`src/rtl/speck_decrypt_core.sv`:
```
// speck_decrypt_core: iterative SPECK-128/128 decryption, one round per clock.
// A start in IDLE latches ciphertext/key, the forward key schedule fills a
// local round-key buffer, then inverse rounds consume it in reverse order.
// Optional feature macro: SPECK_DEC_KEY_CACHE_EN (skip key expansion when the
// key matches the last completed expansion).
// Ports:
//   clk, rst_n      clock, asynchronous active-low reset
//   signal_start    one-cycle request, sampled only in IDLE
//   key             [127:64] l0, [63:0] k0
//   ciphertext      [127:64] x,  [63:0] y
//   plaintext       result (same packing), held until next completion
//   finished        one-cycle pulse when plaintext is valid
//   busy            high while not IDLE
//   state_response  current state encoding
module speck_decrypt_core #(
    parameter int unsigned NR_ROUNDS = 32
) (
    input  logic         clk,
    input  logic         rst_n,
    input  logic         signal_start,
    input  logic [127:0] key,
    input  logic [127:0] ciphertext,
    output logic [127:0] plaintext,
    output logic         finished,
    output logic         busy,
    output logic [3:0]   state_response
);

    localparam int unsigned CTR_W = (NR_ROUNDS > 2) ? $clog2(NR_ROUNDS) : 1;
    localparam logic [CTR_W-1:0] CTR_LAST   = CTR_W'(NR_ROUNDS - 1);
    localparam logic [CTR_W-1:0] CTR_PENULT = CTR_W'(NR_ROUNDS - 2);

    typedef enum logic [3:0] {
        IDLE       = 4'd0,
        KEY_EXPAND = 4'd1,
        DECRYPT    = 4'd2,
        DONE       = 4'd3
    } state_t;

    state_t state, state_nxt;

    logic [63:0]      x_q, y_q, l_q, k_q;
    logic [63:0]      x_d, y_d, l_d, k_d;
    logic [CTR_W-1:0] ctr_q, ctr_d;
    logic [127:0]     plaintext_d;
    logic             finished_d;

    logic [63:0]      key_buf [NR_ROUNDS];
    logic             buf_we;
    logic [CTR_W-1:0] buf_addr;
    logic [63:0]      buf_data;

    logic             cache_hit_c;

`ifdef SPECK_DEC_KEY_CACHE_EN
    logic [127:0] cache_key_q;
    logic         cache_valid_q;
    assign cache_hit_c = cache_valid_q && (key == cache_key_q);
`else
    assign cache_hit_c = 1'b0;
`endif

    // Forward key-schedule step and inverse round, evaluated from current regs.
    logic [63:0] l_next, k_next, rk, y_inv, x_inv, x_xor_k;
    always_comb begin
        l_next  = (k_q + {l_q[7:0], l_q[63:8]}) ^ 64'(ctr_q);
        k_next  = {k_q[60:0], k_q[63:61]} ^ l_next;
        rk      = key_buf[ctr_q];
        y_inv   = x_q ^ y_q;
        y_inv   = {y_inv[2:0], y_inv[63:3]};
        x_xor_k = (x_q ^ rk) - y_inv;
        x_inv   = {x_xor_k[55:0], x_xor_k[63:56]};
    end

    // State register.
    always_ff @(posedge clk or negedge rst_n) begin
        if (!rst_n) state <= IDLE;
        else        state <= state_nxt;
    end

    // Next-state logic.
    always_comb begin
        state_nxt = state;
        case (state)
            IDLE:       if (signal_start) state_nxt = cache_hit_c ? DECRYPT : KEY_EXPAND;
            KEY_EXPAND: if (ctr_q == CTR_PENULT) state_nxt = DECRYPT;
            DECRYPT:    if (ctr_q == '0) state_nxt = DONE;
            DONE:       state_nxt = IDLE;
            default:    state_nxt = IDLE;
        endcase
    end

    // Datapath / output next values.
    always_comb begin
        x_d         = x_q;
        y_d         = y_q;
        l_d         = l_q;
        k_d         = k_q;
        ctr_d       = ctr_q;
        plaintext_d = plaintext;
        finished_d  = 1'b0;
        buf_we      = 1'b0;
        buf_addr    = ctr_q;
        buf_data    = k_q;
        case (state)
            IDLE: begin
                if (signal_start) begin
                    x_d      = ciphertext[127:64];
                    y_d      = ciphertext[63:0];
                    l_d      = key[127:64];
                    k_d      = key[63:0];
                    ctr_d    = cache_hit_c ? CTR_LAST : '0;
                    buf_we   = 1'b1;
                    buf_addr = '0;
                    buf_data = key[63:0];
                end
            end
            KEY_EXPAND: begin
                buf_we   = 1'b1;
                buf_addr = ctr_q + CTR_W'(1);
                buf_data = k_next;
                l_d      = l_next;
                k_d      = k_next;
                ctr_d    = ctr_q + CTR_W'(1);
            end
            DECRYPT: begin
                x_d = x_inv;
                y_d = y_inv;
                if (ctr_q == '0) begin
                    plaintext_d = {x_inv, y_inv};
                    finished_d  = 1'b1;
                end else begin
                    ctr_d = ctr_q - CTR_W'(1);
                end
            end
            default: ;
        endcase
    end

    // Datapath and output registers.
    always_ff @(posedge clk or negedge rst_n) begin
        if (!rst_n) begin
            x_q       <= '0;
            y_q       <= '0;
            l_q       <= '0;
            k_q       <= '0;
            ctr_q     <= '0;
            plaintext <= '0;
            finished  <= 1'b0;
            busy      <= 1'b0;
        end else begin
            x_q       <= x_d;
            y_q       <= y_d;
            l_q       <= l_d;
            k_q       <= k_d;
            ctr_q     <= ctr_d;
            plaintext <= plaintext_d;
            finished  <= finished_d;
            busy      <= (state_nxt != IDLE);
        end
    end

    assign state_response = state;

    // Round-key buffer; contents are don't-care until written.
    always_ff @(posedge clk) begin
        if (buf_we) key_buf[buf_addr] <= buf_data;
    end

`ifdef SPECK_DEC_KEY_CACHE_EN
    // A miss invalidates the cache because buf[0] is overwritten; the new key
    // becomes valid only once its expansion has fully completed.
    always_ff @(posedge clk or negedge rst_n) begin
        if (!rst_n) begin
            cache_key_q   <= '0;
            cache_valid_q <= 1'b0;
        end else if (state == IDLE && signal_start && !cache_hit_c) begin
            cache_key_q   <= key;
            cache_valid_q <= 1'b0;
        end else if (state == KEY_EXPAND && state_nxt == DECRYPT) begin
            cache_valid_q <= 1'b1;
        end
    end
`endif

endmodule

```
`config.mk`:
```
export PLATFORM = sky130hd
export DESIGN_NAME = speck_decrypt_core
export DESIGN_NICKNAME = d
export VERILOG_FILES = /design/src/rtl/speck_decrypt_core.sv
export SDC_FILE = /design/constraint.sdc
export NUM_CORES = 2
export LEC_CHECK = 0
export ABC_AREA = 1
export BUFFER_PORTS_ARGS = -buffer_cell sky130_fd_sc_hd__buf_2
export CORE_MARGIN = 3
export CORE_UTILIZATION = 48
export DETAILED_ROUTE_END_ITERATION = 8
export SLEW_MARGIN = 0
export SYNTH_ARGS = -nofsm -noshare
export SYNTH_HDL_FRONTEND = slang
export SYNTH_SLANG_ARGS = --single-unit
```
`constraint.sdc`:
```
create_clock -name clk -period 8.5 [get_ports clk]
set_input_delay 0 -clock clk [delete_from_list [all_inputs] [get_ports clk]]
set_output_delay 0 -clock clk [all_outputs]
set_load 0.02 [all_outputs]
```
==> impl_metrics.env <==
export IMPL_run_status="completed"
export IMPL_mean_routed_wirelength_per_cell_um=27.83
export IMPL_sequential_cell_area_fraction_in_the_yosys_report_pct=65.15
export IMPL_setup_worst_path_class="register to register"
export IMPL_postSynthAreaPerCell_um2=10.29
export IMPL_cp_cell_sequence="inv_8 > buf_12 > o21ai_0 > o22ai_1 > nand2_1 > nand4_1 > nand2_1 > xnor2_1 > inv_1 > ha_1 > inv_1 > fa_1 > nand3_1 > nand2_1 > nand2_1 > nand2_1 > nand2_1 > nand3_1 > xor2_1 > nor2_1 > o21ai_0"
export IMPL_detailed_place_hpwl_um=242900
export IMPL_hold_path_depth=6
export IMPL_r2r_cells=21
export IMPL_max_freq_mhz=157.6
export IMPL_cts_root_buffer="clkbuf_16"
export IMPL_synth_warnings=0
export IMPL_post_route_period_util_pct=74.66
export IMPL_path_common_cell="nand2_1"
export IMPL_worst_path_max_delay_cell="dfrtp_4"
export IMPL_synth_compound_area_share_pct=11.34
export IMPL_required_time_at_the_worst_slack_endpoint_ps=9310
export IMPL_initial_utilization_pct=48.48
export IMPL_r2r_start="ctr_q[1]$_DFFE_PN0P_"
export IMPL_irDropWorstVdd_uv=158.8
export IMPL_critical_path_endpoint_type="register"
export IMPL_final_period_minus_worst_setup_slack_ps=6346
export IMPL_synth_mux_area_share_pct=0.01028
export IMPL_finalClockSkew_ps=87.59
export IMPL_post_synth_top_area_share_pct=56.13
export IMPL_worstSkewPairLatency_ps=940
export IMPL_avgViaCountPerCell=5.953
export IMPL_critical_path_buf_inv_count=4
export IMPL_grt_remaining_overflow=0
export IMPL_first_global_vias=80393
export IMPL_tritoncts_num_buffers=280
export IMPL_startpoint_type="register"
export IMPL_setup_reg_to_reg_worst_slack_ps=2150
export IMPL_die_w_um=483.8
export IMPL_synth_xor_area_share_pct=1.543
export IMPL_holdCritStartpoint="ciphertext[105]"
export IMPL_gp_congestion=0.9801
export IMPL_design_die_area_um2=234000
export IMPL_gr_usage_all_layers_pct=33.68
export IMPL_slew_headroom_pct=2.802
export IMPL_most_frequent_standard_cell_in_the_layout_excluding_fill_and_tap_cells="nand2_1"
export IMPL_drt_total_wl_um=404300
export IMPL_hold_class="input port to register"
export IMPL_clk_pin_slew_ps=60
export IMPL_placed_cell_area_um2=115300
export IMPL_areaGrowthSynthToFinish_pct=16.54
export IMPL_post_route_cells_drive_above_1_share_pct=9.233
export IMPL_post_syn_area_um2=109600
export IMPL_worstReg2RegEnd="x_q[32]$_DFFE_PN0P_"
export IMPL_power_density_cell_area_nw_per_um2=312.7
export IMPL_chipHeight_um=483.8
export IMPL_final_cell_mix="nand2_1 (2377), edfxtp_1 (2048), nor2_1 (1440)"
export IMPL_dpl_cell_count=13653
export IMPL_path_delay_family="simple AND/OR/NAND/NOR gates"
export IMPL_cap_violations=0
export IMPL_cts_num_sinks=2443
export IMPL_p_leak_nw=49.57
export IMPL_final_setup_violating_endpoints=0
export IMPL_worst_path_max_fanout=152
export IMPL_core_area_um2=226000
export IMPL_synth_top_cell_by_area="edfxtp_1"
export IMPL_synthesis_instances=10651
export IMPL_grt_antenna_before_repair=23
export IMPL_timing_critical_path_arrival_ps=7160
export IMPL_worst_slew_pin_transition_ps=1455
export IMPL_grt_max_degree=205
export IMPL_initialDrtViolationCount=11837
export IMPL_multi_input_area_um2=33720
export IMPL_nNetsFinal=11723
export IMPL_drtAntennaViolNets=0
export IMPL_cts_hold_fix_buffers=384
export IMPL_post_cts_resize_count=0
export IMPL_fin_cells=14530
export IMPL_std_cell_rows=174
export IMPL_wire_length_of_the_first_global_routing_pass_um=575600
export IMPL_min_delay_worst_endpoint="x_q[41]$_DFFE_PN0P_"
export IMPL_final_seq_area_um2=71390
export IMPL_pre_cts_slack_ps=2372
export IMPL_synth_adder_area_share_pct=1.578
export IMPL_fin_tns_setup_ps=0
export IMPL_cts_buffer_depth=4
export IMPL_critical_path_max_stage_delay_ps=750
export IMPL_final_setup_worst_slack_ps=2154
export IMPL_cts_tree="built"
export IMPL_simple_logic_cell_fraction_of_the_synthesized_area_pct=15.77
export IMPL_nFillCells=19277
export IMPL_synth_edf_count=2048
export IMPL_finalHoldViolCount=0
export IMPL_postSynth_topFlopCell="edfxtp_1"
export IMPL_design_area_um2=127700
export IMPL_post_cts_setup_buffers=0
export IMPL_ys_seq_elements=2443
export IMPL_detail_route_drc_violations=0
export IMPL_synth_top_family_by_area="simple AND/OR/NAND/NOR gates"
export IMPL_yosys_top_cells_area="edfxtp_1 (56%), dfrtp_1 (9.0%), nand2_1 (8.2%), o21ai_0 (5.6%), nor2_1 (5.1%)"
export IMPL_synth_async_reset_ratio_pct=16.17
export IMPL_grt_setup_unrepaired="no"
export IMPL_placement_io_buffers=392
export IMPL_dr_pass1_iters=8
export IMPL_vias=86492
export IMPL_pin_count=393
export IMPL_netlist_cell_type_count=43
export IMPL_htree_num_levels=5
export IMPL_max_slew_vio_count=0
-- area by class of cell --
class | instances | share of cell area (%)
multi-input cells | 6962 | 26.41
flip-flops and latches | 2443 | 55.92
well taps | 2992 | 2.932
diodes | 14 | 0.02744
clock buffers | 355 | 5.863
clock inverters | 124 | 0.7604
repair buffers | 940 | 6.015
inverters | 700 | 2.076
-- cell usage after synthesis, types with 2 or more instances --
library cell / number
nand2_1: 2389
edfxtp_1: 2048
nor2_1: 1479
o21ai_0: 1220
inv_1: 692
o22ai_1: 479
dfrtp_1: 395
nand3_1: 380
clkbuf_1: 339
a21oi_1: 302
buf_2: 135
ha_1: 135
xnor2_1: 98
xor2_1: 95
nand4_1: 93
o211ai_1: 72
buf_1: 44
o21ai_1: 42
a22oi_1: 32
o31ai_2: 29
a31oi_1: 22
buf_6: 21
nor3_1: 21
o21a_1: 17
o21bai_1: 15
buf_4: 8
inv_2: 8
or2_2: 8
nor4_1: 7
and2_1: 6
a21boi_0: 4
and3_1: 3
fa_1: 2
nand3b_1: 2
-- sequential cells by signal (all words and copies together) (netlist names) --
name and count:
key_buf 2048, plaintext 128, k_q 64, l_q 64
x_q 64, y_q 64, ctr_q 5, state_response 4
busy 1, finished 1
-- worst max path at each step --
stage | slack, ps | end | cells after the start | start
2_1_floorplan | 3580 | key_buf[15][0]$_DFFE_PP_ | 10 | ctr_q[1]$_DFFE_PN0P_
3_3_place_gp | 2380 | x_q[4]$_DFFE_PN0P_ | 19 | ctr_q[1]$_DFFE_PN0P_
3_5_place_dp | 2370 | x_q[58]$_DFFE_PN0P_ | 21 | ctr_q[0]$_DFFE_PN0P_
4_1_cts | 2300 | x_q[58]$_DFFE_PN0P_ | 21 | ctr_q[0]$_DFFE_PN0P_
5_1_grt | 1800 | x_q[58]$_DFFE_PN0P_ | 21 | ctr_q[0]$_DFFE_PN0P_
6_report | 2150 | x_q[32]$_DFFE_PN0P_ | 21 | ctr_q[1]$_DFFE_PN0P_
-- cell families (layout without fill, tap and decap cells) --
group	count (synthesis)	count (layout)
AOI/OAI and AO/OA	2240	2240
xor gates and xnor gates	193	193
adders and majority gates	137	137
buffers and inverters	1247	2119
DFF	2443	2443
muxes	1	1
other	1	16
and+or+nand+nor	4389	4389
-- routing by layer --
| layer | wire length, µm | share of wire [%] | GRT usage (%) | up-vias |
|---|---|---|---|---|
| met5 | 38 | 0.0094 | 0 | - |
| met4 | 16170 | 4.0 | 12.19 | 6 |
| met3 | 41500 | 10 | 6.210 | 816 |
| met2 | 181600 | 45 | 52.08 | 4827 |
| met1 | 165000 | 41 | 47.78 | 42644 |
| li1 | - | - | - | 38199 |
-- stage by stage --
stage	power, W	util, %	hold slack [ps]
finish	0.03992	56.50	54.33
global route	0.04166	56.49	51.53
CTS	0.03978	56.49	2.051
detailed placement	0.02831	51.03	31.74
global placement	0.02829	51.03	32.61
floorplan	0.02270	-	-295.6
-- worst min-delay path, delay by kind of cell --
kind | cells | cell delay [ps]
buffers and inverters | 2 | 620
and+or+nand+nor | 4 | 250
-- where the power goes --
group | switching [W] | leakage [nW] | total [W] | internal [W]
Combinational | 0.0104 | 21.7 | 0.0140 | 0.00363
Sequential | 0.000446 | 23.7 | 0.0145 | 0.0141
Clock | 0.00478 | 4.15 | 0.0114 | 0.00663
Total | 0.0156 | 49.6 | 0.0399 | 0.0243
(Power assumes the default switching activity.)
